===== src/rtl/haar_lift_seq_if.sv =====
// Handshake bundle between the Haar lifting frame sequencer and its
// pixel RAM, lifting unit and result buffers.
interface haar_lift_seq_if #(
    parameter int AW = 12
);
    logic          go;
    logic          stall;
    logic          rd_en;
    logic [AW-1:0] rd_addr_a;
    logic [AW-1:0] rd_addr_b;
    logic          hl_start;
    logic          hl_data_occur;
    logic          wr_en;
    logic [AW-1:0] wr_addr;
    logic          busy;
    logic          done;
    logic          err;

    // Environment side: frame control, back-pressure and lifting-unit feedback.
    modport master (
        output go, stall, hl_data_occur,
        input  rd_en, rd_addr_a, rd_addr_b, hl_start, wr_en, wr_addr,
               busy, done, err
    );

    // Sequencer side.
    modport slave (
        input  go, stall, hl_data_occur,
        output rd_en, rd_addr_a, rd_addr_b, hl_start, wr_en, wr_addr,
               busy, done, err
    );
endinterface


===== src/rtl/haar_lift_seq.sv =====
// Frame-level sequencer for a single-level Haar lifting datapath.
// Scans the image two rows at a time, issuing one vertical pixel pair per
// cycle, and tracks each issue through a 2-stage pipeline (RAM read, lifting
// unit) to generate result-buffer writes and an alignment error flag.
module haar_lift_seq #(
    parameter int IMG_W = 4,
    parameter int IMG_H = 4,
    parameter int AW    = 12
) (
    input  logic             clk,
    input  logic             reset,
    haar_lift_seq_if.slave   bus
);
    typedef enum logic [1:0] {
        S_IDLE  = 2'd0,
        S_FETCH = 2'd1,
        S_DRAIN = 2'd2,
        S_DONE  = 2'd3
    } state_t;

    localparam logic [AW-1:0] ZERO   = AW'(0);
    localparam logic [AW-1:0] ONE    = AW'(1);
    localparam logic [AW-1:0] W_A    = AW'(IMG_W);
    // Moving from (2r, W-1) to (2r+2, 0) skips the odd row: +W+1.
    localparam logic [AW-1:0] W_STEP = AW'(IMG_W + 1);
    localparam logic [AW-1:0] C_LAST = AW'(IMG_W - 1);
    localparam logic [AW-1:0] R_LAST = AW'(IMG_H / 2 - 1);

    state_t        state_q, state_d;
    logic [AW-1:0] c_q, c_d;
    logic [AW-1:0] r_q, r_d;
    logic [AW-1:0] a_q, a_d;       // upper pixel address 2r*W + c
    logic [AW-1:0] b_q, b_d;       // lower pixel address (2r+1)*W + c
    logic [AW-1:0] res_q, res_d;   // result address r*W + c (linear in issue order)
    logic          v1_q, v1_d;     // stage 1: RAM data valid / hl_start
    logic [AW-1:0] a1_q, a1_d;
    logic          v2_q, v2_d;     // stage 2: result expected / wr_en
    logic [AW-1:0] a2_q, a2_d;
    logic          busy_q, busy_d;
    logic          done_q, done_d;
    logic          err_q, err_d;

    logic          issue_s;
    logic          last_s;
    logic          fetch_s;

    // Issue qualification: a pair goes out in FETCH whenever the sink is not stalling.
    always_comb begin
        fetch_s = (state_q == S_FETCH);
        issue_s = fetch_s && !bus.stall;
        last_s  = issue_s && (c_q == C_LAST) && (r_q == R_LAST);
    end

    // Next-state, scan counters, issue pipeline and status flags.
    always_comb begin
        state_d = state_q;
        c_d     = c_q;
        r_d     = r_q;
        a_d     = a_q;
        b_d     = b_q;
        res_d   = res_q;
        err_d   = err_q | (bus.hl_data_occur != v2_q);

        case (state_q)
            S_IDLE: begin
                if (bus.go) begin
                    state_d = S_FETCH;
                    c_d     = ZERO;
                    r_d     = ZERO;
                    a_d     = ZERO;
                    b_d     = W_A;
                    res_d   = ZERO;
                    err_d   = 1'b0;
                end else begin
                    state_d = S_IDLE;
                end
            end
            S_FETCH: begin
                if (issue_s) begin
                    res_d = res_q + ONE;
                    if (c_q == C_LAST) begin
                        c_d = ZERO;
                        r_d = r_q + ONE;
                        a_d = a_q + W_STEP;
                        b_d = b_q + W_STEP;
                    end else begin
                        c_d = c_q + ONE;
                        a_d = a_q + ONE;
                        b_d = b_q + ONE;
                    end
                    if (last_s) begin
                        state_d = S_DRAIN;
                    end else begin
                        state_d = S_FETCH;
                    end
                end else begin
                    state_d = S_FETCH;
                end
            end
            S_DRAIN: begin
                // Stage 1 empty now means stage 2 is empty once DONE is entered.
                if (!v1_q) begin
                    state_d = S_DONE;
                end else begin
                    state_d = S_DRAIN;
                end
            end
            S_DONE: begin
                state_d = S_IDLE;
            end
            default: begin
                state_d = S_IDLE;
            end
        endcase

        v1_d   = issue_s;
        a1_d   = issue_s ? res_q : ZERO;
        v2_d   = v1_q;
        a2_d   = v1_q ? a1_q : ZERO;
        busy_d = (state_d == S_FETCH) || (state_d == S_DRAIN);
        done_d = (state_d == S_DONE);
    end

    // State and pipeline registers; reset discards anything in flight.
    always_ff @(posedge clk or posedge reset) begin
        if (reset) begin
            state_q <= S_IDLE;
            c_q     <= ZERO;
            r_q     <= ZERO;
            a_q     <= ZERO;
            b_q     <= ZERO;
            res_q   <= ZERO;
            v1_q    <= 1'b0;
            a1_q    <= ZERO;
            v2_q    <= 1'b0;
            a2_q    <= ZERO;
            busy_q  <= 1'b0;
            done_q  <= 1'b0;
            err_q   <= 1'b0;
        end else begin
            state_q <= state_d;
            c_q     <= c_d;
            r_q     <= r_d;
            a_q     <= a_d;
            b_q     <= b_d;
            res_q   <= res_d;
            v1_q    <= v1_d;
            a1_q    <= a1_d;
            v2_q    <= v2_d;
            a2_q    <= a2_d;
            busy_q  <= busy_d;
            done_q  <= done_d;
            err_q   <= err_d;
        end
    end

    // Output drive: read strobe follows stall within the cycle; everything else is a flop.
    always_comb begin
        bus.rd_en     = issue_s;
        bus.rd_addr_a = fetch_s ? a_q : ZERO;
        bus.rd_addr_b = fetch_s ? b_q : ZERO;
        bus.hl_start  = v1_q;
        bus.wr_en     = v2_q;
        bus.wr_addr   = a2_q;
        bus.busy      = busy_q;
        bus.done      = done_q;
        bus.err       = err_q;
    end
endmodule


===== src/flat_wrapper.sv =====
// flat-port wrapper written by rule: the top's interface ports become plain ports
module haar_lift_seq_flat 
#(
    parameter int IMG_W = 4,
    parameter int IMG_H = 4,
    parameter int AW    = 12
)
  (clk, reset, bus_go, bus_stall, bus_hl_data_occur, bus_rd_en, bus_rd_addr_a, bus_rd_addr_b, bus_hl_start, bus_wr_en, bus_wr_addr, bus_busy, bus_done, bus_err);
  haar_lift_seq_if #(.AW(AW)) bus_i ();
  input  logic clk;
  input  logic reset;
  input wire logic [$bits(bus_i.go)-1:0] bus_go;
  input wire logic [$bits(bus_i.stall)-1:0] bus_stall;
  input wire logic [$bits(bus_i.hl_data_occur)-1:0] bus_hl_data_occur;
  output wire logic [$bits(bus_i.rd_en)-1:0] bus_rd_en;
  output wire logic [$bits(bus_i.rd_addr_a)-1:0] bus_rd_addr_a;
  output wire logic [$bits(bus_i.rd_addr_b)-1:0] bus_rd_addr_b;
  output wire logic [$bits(bus_i.hl_start)-1:0] bus_hl_start;
  output wire logic [$bits(bus_i.wr_en)-1:0] bus_wr_en;
  output wire logic [$bits(bus_i.wr_addr)-1:0] bus_wr_addr;
  output wire logic [$bits(bus_i.busy)-1:0] bus_busy;
  output wire logic [$bits(bus_i.done)-1:0] bus_done;
  output wire logic [$bits(bus_i.err)-1:0] bus_err;
  assign bus_i.go = bus_go;
  assign bus_i.stall = bus_stall;
  assign bus_i.hl_data_occur = bus_hl_data_occur;
  assign bus_rd_en = bus_i.rd_en;
  assign bus_rd_addr_a = bus_i.rd_addr_a;
  assign bus_rd_addr_b = bus_i.rd_addr_b;
  assign bus_hl_start = bus_i.hl_start;
  assign bus_wr_en = bus_i.wr_en;
  assign bus_wr_addr = bus_i.wr_addr;
  assign bus_busy = bus_i.busy;
  assign bus_done = bus_i.done;
  assign bus_err = bus_i.err;
  haar_lift_seq #(.IMG_W(IMG_W), .IMG_H(IMG_H), .AW(AW)) u_core (.clk(clk), .reset(reset), .bus(bus_i));
endmodule

===== config.mk =====
export PLATFORM = sky130hd
export DESIGN_NAME = haar_lift_seq_flat
export DESIGN_NICKNAME = d
export VERILOG_FILES = /design/src/rtl/haar_lift_seq_if.sv /design/src/rtl/haar_lift_seq.sv /design/src/flat_wrapper.sv
export SDC_FILE = /design/constraint.sdc
export NUM_CORES = 1
export LEC_CHECK = 0
export ABC_AREA = 1
export CAP_MARGIN = 0
export CORE_ASPECT_RATIO = 0.7
export CORE_UTILIZATION = 26
export CTS_CLUSTER_SIZE = 8
export DETAILED_ROUTE_END_ITERATION = 8
export HOLD_SLACK_MARGIN = 0.03
export PLACE_DENSITY = 0.48
export SLEW_MARGIN = 5
export SYNTH_ARGS = -nofsm -noshare
export SYNTH_HDL_FRONTEND = slang
export SYNTH_SLANG_ARGS = --single-unit

===== constraint.sdc =====
create_clock -name clk -period 8.5 [get_ports clk]
set_input_delay 1.7 -clock clk [delete_from_list [all_inputs] [get_ports clk]]
set_output_delay 1.7 -clock clk [all_outputs]
set_load 0.03 [all_outputs]

==> flow_summary.ini, run 1 <==
[clock_network]
cts_sinks = 91
hold_buffers = 0
insertion_delay_ps = 340
cts_root_buffer = clkbuf_16
cts_inserted_buffers = 9
cts_resized = 0
cts_tree = yes
htreeDepth = 3
path_clk_slew_ps = 70
clockBufferDepth = 2
postCtsSetupBuffers = 0

[global_routing]
grt_usage_pct = 12.58
grt_pass1_vias = 3687
antenna_found_initial = 0
grt_pass1_wl_um = 18680
grt_start_max_net_pins = 74
grt_remaining_overflow = 0

[detailed_routing]
vias = 4029
vias_per_cell = 4.423
drt-initial-drc-count = 356
dr.pass1.iters = 4
ant_nets = 0
wire_per_inst_um = 12.14
drc = 0
routed_wl_um = 11060

[finish]
diodes = 0
drive_gt1_share_pct = 5.147
fin_util_pct = 32.88
fillCellCount = 1888
fin_nets = 689
area_delta_synth_final_pct = 21.20

[timing]
skew_ps = 7.015
period_needed_ps = 4854
setup_tns_ps = 0
worst-slew-pin-transition_ps = 1012
relSlewSlack_pct = 32.31
rsz0062_at_grt = no
hold_viol_final = 0
fmax_mhz = 206.0
setup_viol = 0
maxSlewViolCount = 0
fin_crit_sh_pct = 57.10

[synthesis]
ys_types = 27
synth_top_family_by_area = simple AND/OR/NAND/NOR gates
synth_compound_area_share_pct = 6.582
synth-xor-area-share_pct = 2.027
ys.flop_type = dfrtp_1
synth_top_area_share_pct = 47.92
syn_area_um2 = 4752
yosys_warnings = 0
ys_seq_area_share_pct = 47.92
yosys.area_share.simple_pct = 32.23
synthAdderAreaFrac_pct = 2.370
yosysTopAreaCell = dfrtp_1
ys_ff_latch = 91
synthMuxAreaShare_pct = 0
synth.net_count = 647
synth.top_cells.by_area = dfrtp_1 48%, nand2_1 12%, nor2_1 8.2%, inv_1 6.7%, nand3_1 4.6%
async_reset_ff_share_pct = 100.0
postSynthAreaPerCell_um2 = 7.507
synth_cells = 633
synth-edff-count = 0

[worst_hold_path]
hold_path_class = reg2reg

[worst_setup_path]
critPathArrivalTime_ps = 3150
critPathRequiredTime_ps = 6800
crit_fanout = 7
crit_path_start_kind = input pin
ff2ff_setup_slack_ps = 5630
end_kind = output pin
path_class = in2out

[die]
pin_count = 47
rows = 40
core_area_um2 = 17520
fp.dieW_um = 163.6
initial_core_util_pct = 27.13
dieArea_um2 = 18830
die_h_um = 115.1

[pwr]
p_leak_nw = 2.750
ir_drop_mv = 0.1227
p_per_area_nw_per_um2 = 276.7
p_total_w = 0.001594

[placed_design]
gp_congestion = 0.8127
io_buffers = 46
dp_hpwl_um = 7621

[job]
max_cap_viol_count = 0

[status]
status = finished, final reports clean
## sequential cells by signal (all words and copies together) (netlist names)
signal / flops
u_core.b_q: 12
u_core.bus.hl_start: 1
u_core.a1_q: 12
u_core.r_q: 12
u_core.bus.wr_addr: 12
u_core.c_q: 12
u_core.state_q: 2
u_core.bus.busy: 1
u_core.a_q: 12
u_core.bus.err: 1
u_core.bus.wr_en: 1
u_core.res_q: 12
u_core.bus.done: 1
## synth_stat cells (2+ instances only)
| cell type | n |
|---|---|
| o21ai_1 | 6 |
| clkbuf_1 | 6 |
| nor2_1 | 104 |
| nor2_2 | 3 |
| nor3_1 | 12 |
| nand2_4 | 2 |
| nand2_1 | 153 |
| inv_1 | 85 |
| dfrtp_1 | 91 |
| nor2_4 | 2 |
| ha_1 | 9 |
| o21ai_0 | 37 |
| or2_2 | 3 |
| a21oi_1 | 15 |
| nand3_1 | 44 |
| nand4_1 | 30 |
| inv_2 | 3 |
| xor2_1 | 10 |
| buf_2 | 10 |
## cell usage in the layout (no fill, tap or decap), drive strengths merged
cell type	count
ha	9
a21oi	15
xor2	10
o211ai	1
clkinv	4
o21ai	43
nand2	156
inv	89
bufinv	2
xnor2	1
nor2	109
buf	3
nand3	45
clkbuf	9
nand4	30
dfrtp	91
o21bai	1
clkdlybuf4s50	46
a211oi	1
or2	3
nor3	12
## where the power goes
group	internal (W)	leakage, nW	switching, W
combinational	0.000183	1.37	0.000384
sequential	0.000515	1.22	0.0000752
clock	0.000260	0.160	0.000176
## critical path, stage by stage
cell and delay (ps):
clkdlybuf4s50_1 460, nor2_4 270, clkdlybuf4s50_1 720
## logic make-up after synthesis
| family | after synthesis |
|---|---|
| flip-flops | 91 |
| adder cells (fa/ha/maj) | 9 |
| AND/OR/NAND/NOR | 355 |
| XOR/XNOR | 11 |
| buffers and inverters | 106 |
| AO/OA/AOI/OAI | 61 |
## stage by stage
step,cells,setup WS [ps],cell area [um2],hold slack [ps]
after floorplan,633,4436,4752,412.6
after global placement,895,3652,5434,415.2
after detailed placement,895,3622,5434,418.0
after CTS,911,3621,5759,434.1
after global routing,911,3587,5759,450.4
final,911,3646,5759,430.9
## layout make-up
type / count / area, um2 / share of cell area [%]
sequential: 91 / 2277 / 39.54
multi-input combinational: 436 / 2053 / 35.65
timing repair buffer: 49 / 483.0 / 8.386
inverter: 88 / 331.6 / 5.757
tap: 231 / 289.0 / 5.018
clock buffer: 9 / 225.2 / 3.910
clock inverter: 7 / 100.1 / 1.738
## path summary, 6_finish.rpt
path,cells past startpoint,to,from
worst min register to register,2,u_core.bus.wr_addr[8],u_core.a1_q[8]
min in group asynchronous,2,u_core.bus.wr_addr[8],reset
max in group asynchronous,3,u_core.a_q[0],reset
worst max-delay path,3,bus_rd_en,bus_stall
worst min-delay path,2,u_core.bus.wr_addr[8],u_core.a1_q[8]
worst max register to register,6,u_core.c_q[2],u_core.state_q[1]
## metal layers
layer  wire length (um)  track usage (%)
met3                475            3.102
met5                  0                0
met4                 78            2.469
met2               4723            18.53
met1               5786            18.55
No activity file was read; power rests on OpenSTA's default activity.
==> inputs of run 2 (changes only) <==
==> constraint.sdc (replaced) <==
create_clock -name clk -period 4.8 [get_ports clk]
set_input_delay 0.96 -clock clk [delete_from_list [all_inputs] [get_ports clk]]
set_output_delay 0.96 -clock clk [all_outputs]
set_load 0.03 [all_outputs]
==> flow_summary.ini, run 2 (synthesized netlist as in run 1, its figures left out) <==
[global_routing]
antenna_found_initial = 0
grt_remaining_overflow = 0
grt_pass1_vias = 3884
grt_usage_pct = 12.97
grt_start_max_net_pins = 92
grt_pass1_wl_um = 19180

[detailed_routing]
dr.pass1.iters = 5
route.met3.wl_um = 430
wl_met1_um = 5866
drt-initial-drc-count = 299
vias_per_cell = 4.505
drc = 0
routed_wl_um = 11260
vias = 4118
wl_met2_um = 4886
ant_nets = 0
top_layer = met4
wire_per_inst_um = 12.32

[placed_design]
dp_hpwl_um = 7809
gp_congestion = 0.8667
io_buffers = 46

[worst_hold_path]
whs_path_depth = 2
hp-start = u_core.a1_q[4]
hold_path_class = reg2reg
whs_endpoint = u_core.bus.wr_addr[4]

[timing]
fmax_mhz = 298.8
hold_viol_final = 0
period_needed_ps = 3347
skew_ps = 10.83
setup_viol = 0
relSlewSlack_pct = 53.27
fin_crit_sh_pct = 69.72
setup_tns_ps = 0
rsz0062_at_grt = no
maxSlewViolCount = 0
worst-slew-pin-transition_ps = 695.6

[clock_network]
cts_resized = 0
htreeDepth = 3
cts_inserted_buffers = 9
path_clk_slew_ps = 60
insertion_delay_ps = 350
cts_tree = yes
cts_root_buffer = clkbuf_16
postCtsSetupBuffers = 0
clockBufferDepth = 2
cts_sinks = 91
hold_buffers = 0

[job]
max_cap_viol_count = 0

[worst_setup_path]
critPathArrivalTime_ps = 2390
path_class = in2out
end_kind = output pin
reg2reg_depth = 11
r2r_end = u_core.b_q[5]
crit_path_start_kind = input pin
critPathRequiredTime_ps = 3840
crit_fanout = 7
crit_path_frequent_cell = clkdlybuf4s50_1
crit_start = bus_stall
slowest_delay_ps = 720
crit_buf_inv = 2
ff2ff_setup_slack_ps = 2010
critical_path.top_delay_family = buffers and inverters
timing.critical_path.cells = clkdlybuf4s50_1 -> nor2_4 -> clkdlybuf4s50_1
rr_startpoint = u_core.c_q[0]
critPathSlowestCell = clkdlybuf4s50_1

[pwr]
p_per_area_nw_per_um2 = 475.2
pwr-share-comb_pct = 37.5
switching_share_pct = 40.90
p_clk_share_pct = 24.3
ir_drop_mv = 0.2115
p_int_w = 0.001614
netSwitchingPower_w = 0.001117
seqPwrFrac_pct = 38.2
p_leak_nw = 2.747

[die]
rows = 40
initial_core_util_pct = 27.13
fp.dieW_um = 163.6
die_h_um = 115.1
pin_count = 47
dieArea_um2 = 18830
core_area_um2 = 17520

[finish]
mostFrequentLayoutCells = 153 x nand2_1, 104 x nor2_1, 91 x dfrtp_1, 84 x inv_1, 46 x clkdlybuf4s50_1
fin_util_pct = 32.81
diodes = 0
multi_input_area_um2 = 2053
final_common_cell = nand2_1
fin_nets = 692
regArea_um2 = 2277
drive_gt1_share_pct = 5.564
fillCellCount = 1880
area_delta_synth_final_pct = 20.96

[status]
status = finished, final reports clean
## run 2: through the flow
step	power [W]	hold WS (ps)	instances	area [um2]	setup slack, ps
after floorplan	0.001745	412.6	633	4752	1476
after global placement	0.002083	415.3	898	5469	1433
after detailed placement	0.002095	420.0	898	5469	1404
after CTS	0.002777	435.1	914	5748	1404
after global routing	0.002947	457.1	914	5748	1354
final	0.002731	431.9	914	5748	1453
## run 2: layout make-up
| cell class | count | share of cell area [%] |
|---|---|---|
| clock buffer | 10 | 4.158 |
| clock inverter | 6 | 0.6966 |
| inverter | 88 | 5.768 |
| multi-input combinational | 436 | 35.72 |
| sequential | 91 | 39.62 |
| tap | 231 | 5.028 |
| timing repair buffer | 52 | 9.012 |
## run 2: worst reg2reg max path, delay by kind of cell, from the launching register on
family	cells	cell delay, ps
AND/OR/NAND/NOR	8	1330
adder cells (fa/ha/maj)	2	580
flip-flops	1	400
AO/OA/AOI/OAI	1	390
## run 2: worst max path at each step
| stage | to | slack, ps | depth (start not counted) |
|---|---|---|---|
| after floorplan | u_core.a1_q[0] | 1480 | 1 |
| after global placement | bus_rd_en | 1430 | 3 |
| after detailed placement | bus_rd_en | 1400 | 3 |
| after CTS | bus_rd_en | 1400 | 3 |
| after global routing | bus_rd_en | 1350 | 3 |
| final | bus_rd_en | 1450 | 3 |
## run 2: routing by layer
metal	up-vias	track usage, %
met5	-	0
met2	75	19.72
met4	0	3.025
li1	2097	-
met3	6	3.102
met1	1940	18.54
## run 2: power groups by stage
stage                     logic, W  registers [W]  clock network [W]
after floorplan           0.000684        0.00106                  0
after global placement     0.00103        0.00105                  0
after detailed placement   0.00104        0.00106                  0
after CTS                  0.00104        0.00104           0.000691
after global routing       0.00116        0.00107           0.000719
final                      0.00102        0.00104           0.000663
